===== src/rtl/fetch.sv =====
// rtl/fetch.sv - instruction fetch stage: in-order memory requests, response FIFO, flush redirect
module fetch #(
  parameter int unsigned DEPTH    = 4,
  parameter logic [31:0] RESET_PC = 32'h0000_0000
) (
  input  logic        CLK,
  input  logic        RST,
  input  logic        FLUSH,
  input  logic [31:0] FLUSH_PC,
  input  logic        STALL,
  input  logic        MEM_WAIT,
  output logic        MEM_REQ_VALID,
  output logic [31:0] MEM_REQ_ADDR,
  input  logic        MEM_REQ_READY,
  input  logic        MEM_RESP_VALID,
  input  logic [31:0] MEM_RESP_DATA,
  output logic [31:0] INST_PC,
  output logic [31:0] INST_DATA
);

  localparam int unsigned AW = $clog2(DEPTH);
  localparam int unsigned CW = $clog2(DEPTH) + 1;
  // Stale responses can pile up across repeated flushes (each flush may add up
  // to DEPTH more), so the discard counter gets one extra bit of headroom.
  localparam int unsigned DW = $clog2(2 * DEPTH) + 1;
  localparam logic [31:0] NOP = 32'h0000_0013;

  logic [31:0]   pc_q, pc_d;
  logic [31:0]   resp_pc_q, resp_pc_d;
  logic [31:0]   fifo_pc_q   [DEPTH];
  logic [31:0]   fifo_pc_d   [DEPTH];
  logic [31:0]   fifo_data_q [DEPTH];
  logic [31:0]   fifo_data_d [DEPTH];
  logic [AW-1:0] rd_ptr_q, rd_ptr_d;
  logic [AW-1:0] wr_ptr_q, wr_ptr_d;
  logic [CW-1:0] count_q, count_d;
  logic [CW-1:0] inflight_q, inflight_d;
  logic [DW-1:0] discard_q, discard_d;

  logic [CW:0]   occupancy;
  logic [DW-1:0] pending;
  logic          req_fire;
  logic          resp_take;
  logic          resp_drop;
  logic          push;
  logic          pop;
  logic          has_head;
  logic [31:0]   flush_pc_aligned;

  // Request issue: a slot is reserved in the FIFO for every request in flight,
  // so a returning word can always be pushed.
  always_comb begin
    occupancy     = {1'b0, count_q} + {1'b0, inflight_q};
    MEM_REQ_VALID = !RST && !FLUSH && (32'(occupancy) < DEPTH);
    MEM_REQ_ADDR  = pc_q;
    req_fire      = MEM_REQ_VALID && MEM_REQ_READY;
  end

  // Response classification and pop decision; nothing moves during a flush.
  always_comb begin
    resp_take        = MEM_RESP_VALID && !FLUSH;
    resp_drop        = resp_take && (discard_q != '0);
    push             = resp_take && (discard_q == '0) && (inflight_q != '0);
    has_head         = (count_q != '0);
    pop              = has_head && !STALL && !MEM_WAIT && !FLUSH;
    flush_pc_aligned = FLUSH_PC & 32'hFFFF_FFFC;
  end

  // Head of the FIFO goes straight to decode; an empty FIFO shows a NOP bubble.
  always_comb begin
    INST_PC   = has_head ? fifo_pc_q[rd_ptr_q]   : 32'h0;
    INST_DATA = has_head ? fifo_data_q[rd_ptr_q] : NOP;
  end

  // Next-state: flush redirect, otherwise request/response/pop bookkeeping.
  always_comb begin
    pc_d        = pc_q;
    resp_pc_d   = resp_pc_q;
    fifo_pc_d   = fifo_pc_q;
    fifo_data_d = fifo_data_q;
    rd_ptr_d    = rd_ptr_q;
    wr_ptr_d    = wr_ptr_q;
    count_d     = count_q;
    inflight_d  = inflight_q;
    discard_d   = discard_q;
    pending     = discard_q + DW'(inflight_q);

    if (FLUSH) begin
      pc_d       = flush_pc_aligned;
      resp_pc_d  = flush_pc_aligned;
      rd_ptr_d   = '0;
      wr_ptr_d   = '0;
      count_d    = '0;
      inflight_d = '0;
      // Everything still outstanding becomes stale; a response landing in the
      // flush cycle itself retires one of those stale entries.
      if (MEM_RESP_VALID && (pending != '0)) begin
        discard_d = pending - 1'b1;
      end else begin
        discard_d = pending;
      end
    end else begin
      if (req_fire) begin
        pc_d = pc_q + 32'd4;
      end
      if (push) begin
        fifo_pc_d[wr_ptr_q]   = resp_pc_q;
        fifo_data_d[wr_ptr_q] = MEM_RESP_DATA;
        wr_ptr_d              = wr_ptr_q + 1'b1;
        resp_pc_d             = resp_pc_q + 32'd4;
      end
      if (pop) begin
        rd_ptr_d = rd_ptr_q + 1'b1;
      end
      if (resp_drop) begin
        discard_d = discard_q - 1'b1;
      end
      inflight_d = inflight_q + CW'(req_fire) - CW'(push);
      count_d    = count_q + CW'(push) - CW'(pop);
    end
  end

  // State registers; reset drops all buffered and in-flight bookkeeping.
  always_ff @(posedge CLK) begin
    if (RST) begin
      pc_q       <= RESET_PC;
      resp_pc_q  <= RESET_PC;
      rd_ptr_q   <= '0;
      wr_ptr_q   <= '0;
      count_q    <= '0;
      inflight_q <= '0;
      discard_q  <= '0;
    end else begin
      pc_q       <= pc_d;
      resp_pc_q  <= resp_pc_d;
      rd_ptr_q   <= rd_ptr_d;
      wr_ptr_q   <= wr_ptr_d;
      count_q    <= count_d;
      inflight_q <= inflight_d;
      discard_q  <= discard_d;
    end
  end

  // FIFO storage needs no reset: entries are only visible while count is non-zero.
  always_ff @(posedge CLK) begin
    fifo_pc_q   <= fifo_pc_d;
    fifo_data_q <= fifo_data_d;
  end

endmodule


===== config.mk =====
export PLATFORM = sky130hd
export DESIGN_NAME = fetch
export DESIGN_NICKNAME = d
export VERILOG_FILES = /design/src/rtl/fetch.sv
export SDC_FILE = /design/constraint.sdc
export NUM_CORES = 1
export LEC_CHECK = 0
export ABC_AREA = 1
export ABC_CLOCK_PERIOD_IN_PS = 4830
export BUFFER_PORTS_ARGS = -buffer_cell sky130_fd_sc_hd__clkbuf_2
export CAP_MARGIN = 20
export CELL_PAD_IN_SITES_DETAIL_PLACEMENT = 0
export CELL_PAD_IN_SITES_GLOBAL_PLACEMENT = 1
export CORE_MARGIN = 4
export CORE_UTILIZATION = 30
export CTS_BUF_LIST = sky130_fd_sc_hd__clkbuf_8
export DETAILED_ROUTE_END_ITERATION = 10
export GPL_ROUTABILITY_DRIVEN = 0
export GPL_TIMING_DRIVEN = 0
export PLACE_DENSITY_LB_ADDON = 0.1
export SYNTH_ARGS = -nofsm -noshare
export SYNTH_HDL_FRONTEND = slang
export SYNTH_SLANG_ARGS = --single-unit
export TNS_END_PERCENT = 5

===== constraint.sdc =====
create_clock -name CLK -period 4.83 [get_ports CLK]
set_input_delay 0.7245 -clock CLK [delete_from_list [all_inputs] [get_ports CLK]]
set_output_delay 0.7245 -clock CLK [all_outputs]
set_load 0.03 [all_outputs]

==> metrics.txt <==
status finished clean; Initial Utilization 30.3%; worst vdd ir 0.166 mV; Die Area 0.0528 mm2; Mapped Cells 1588; flops & latches, synth 322; min-delay src MEM_RESP_DATA[5]; Layout Skew 0.0282 ns; setup TNS 0 ns; CP endpoint kind primary output; unrepaired setup endpoints after global routing no; hold slack final 0.292 ns; ys async rst share 0%; final wirelength 48700 um; vias in the first global route 11889; post-synthesis sequential area ratio 60.5%; synth unique cells 39; core area 0.0487 mm2; DP HPWL 34200 um; most area-hungry cell type in the Yosys netlist edfxtp_1; # setup viols final 0; largest net degree at the start of global routing 27; overall power 6.07 mW; H-tree levels 2; initial antenna violation count 1; Slew HR 42.5%; EDFF count, synth 248; routed len/inst 19.2 um; Pleak 6.92 nW; syn avg cell area 9.30 um2; # DRC 0; Initial DRC Count 676; TritonCTS clock tree yes; ranking of synthesized cells by area edfxtp_1 50%, dfxtp_1 10%, nor2_1 9.3%; Worst R2R Path Depth 9; Worst-Skew Late Latency 0.65 ns; total CTS buffers 60; Cell Pwr Density 341 mW/mm2; gr usage total 18.1%; Nets 1914; Required @ worst endpoint 4.11 ns; Synth top area share 50.4%; port bufs 160; min Tclk post-route 3.61 ns; number of diodes 0; CP Class flip-flop to primary output; startpoint types flip-flop; # IOs 168; CTS Root Buffer Type clkbuf_8; Final Hold Fails 0; period utilization 74.8%; hold depth 1; post-CTS setup buffers 0; Least-Margin Pin Slew 0.857 ns; WHS Endpoint fifo_data_q[37]; ys flop type edfxtp_1; Final ANT Viol Nets 0; via count 11736; # clock sinks 322; Post-CTS Hold Buffers 0; post-synthesis cell area 0.0148 mm2; most frequent cell after synthesis nor2_1; row cnt 81; clock edge transition at the registers on the reported setup and hold paths 0.06 ns; share of cells above drive strength 1 15.5%; synth cell count leaders 364 x nor2_1, 248 x edfxtp_1, 248 x nand2_1, 172 x o21ai_0, 108 x a21oi_1; die width 230 um; reg2reg end fifo_data_q[49]; drt via density 4.63; wire length of the first global-routing pass 73100 um; DIE HEIGHT 230 um; fin. max-slew vios 0; Fmax 277 MHz; R2R Setup Slk 1.84 ns; clock buffer depth 3; Min-Delay Path Class input pin to flip-flop; Yosys warnings 0; crit-path max FO 10; Area Overhead vs Synth 20.7%; gr ovfl total 0; drt pass-1 iters 5; FF-to-FF Start discard_q[1]; CTS resizes 0; Critical Path AT 2.89 ns; Max-Cap Viols 0
[how the worst max path moves through the flow]
stage	start	to	slack, ns	cells past startpoint
after floorplan	FLUSH	fifo_data_q[0]	0.38	5
after global placement	FLUSH	fifo_data_q[69]	-2.52	6
after detailed placement	FLUSH	fifo_data_q[37]	1.41	8
after CTS	count_q[0]	INST_DATA[22]	1.04	5
after global routing	count_q[0]	INST_DATA[22]	0.99	5
final	count_q[0]	INST_DATA[22]	1.22	5
[power breakdown]
part | switching [mW] | internal (mW) | leakage, nW
clock network | 1.19 | 1.39 | 0.693
registers | 0.0808 | 3.02 | 2.85
logic | 0.250 | 0.127 | 3.37
[critical path, cell delays in order (launching register included)]
cell      delay (ns)
dfxtp_1         0.33
nor3_2          0.71
clkbuf_1        0.52
buf_2           0.37
a21oi_1         0.11
clkbuf_2        0.20
[layout by cell type, fill, tap and decap left out, drive strengths merged, types with 24 or more instances in the layout]
cell type  count
inv          136
xor2          24
nor2         365
nand2        251
clkinv        26
nand3         62
clkbuf       264
buf           41
o21ai        182
edfxtp       248
dfxtp         74
a21oi        108
[flip-flops by register name, summed over array words and instances (netlist names)]
name / cells
fifo_pc_q: 120
inflight_q: 3
discard_q: 4
MEM_REQ_ADDR: 30
count_q: 3
wr_ptr_q: 2
fifo_data_q: 128
rd_ptr_q: 2
resp_pc_q: 30
[routing by layer]
| layer | vias up | GRT usage [%] | part of all wire (%) | routed length (um) |
|---|---|---|---|---|
| met5 | - | 0 | 0.027 | 13 |
| met4 | 2 | 6.52 | 3.2 | 1550 |
| met3 | 98 | 3.41 | 4.4 | 2140 |
| met2 | 261 | 30.1 | 47 | 22900 |
| met1 | 5546 | 23.7 | 45 | 22100 |
| li1 | 5829 | - | - | - |
[logic make-up (layout without fill, tap and decap cells)]
group | Yosys count | after routing | synth area share (%)
compound gates | 310 | 310 | 10.8
other cells | 1 | 4 | 0.0254
buf+inv | 189 | 471 | 5.34
simple gates | 716 | 716 | 19.7
flops | 322 | 322 | 60.5
xor+xnor | 29 | 29 | 1.72
fa+ha+maj | 21 | 21 | 1.93
[final cells by class]
type	instances	area [um2]
plain buffers	75	355
clock buffers	61	840
clock inverters	52	337
fillers	5048	30900
inverters	114	433
multi-input cells	1080	5090
flip-flops and latches	322	8930
well taps	664	831
repair buffers	169	996
[stage by stage]
| step | cell area [um2] | utilization [%] | instances | setup slack [ns] |
|---|---|---|---|---|
| final | 17800 | 36.5 | 2537 | 1.22 |
| after global routing | 17800 | 36.5 | 2537 | 0.988 |
| after CTS | 17800 | 36.5 | 2537 | 1.04 |
| after detailed placement | 16600 | 34.1 | 2424 | 1.41 |
| after global placement | 16400 | 33.7 | 2415 | -2.52 |
| after floorplan | 14800 | - | 1591 | 0.384 |
No activity file was read; power rests on OpenSTA's default activity.
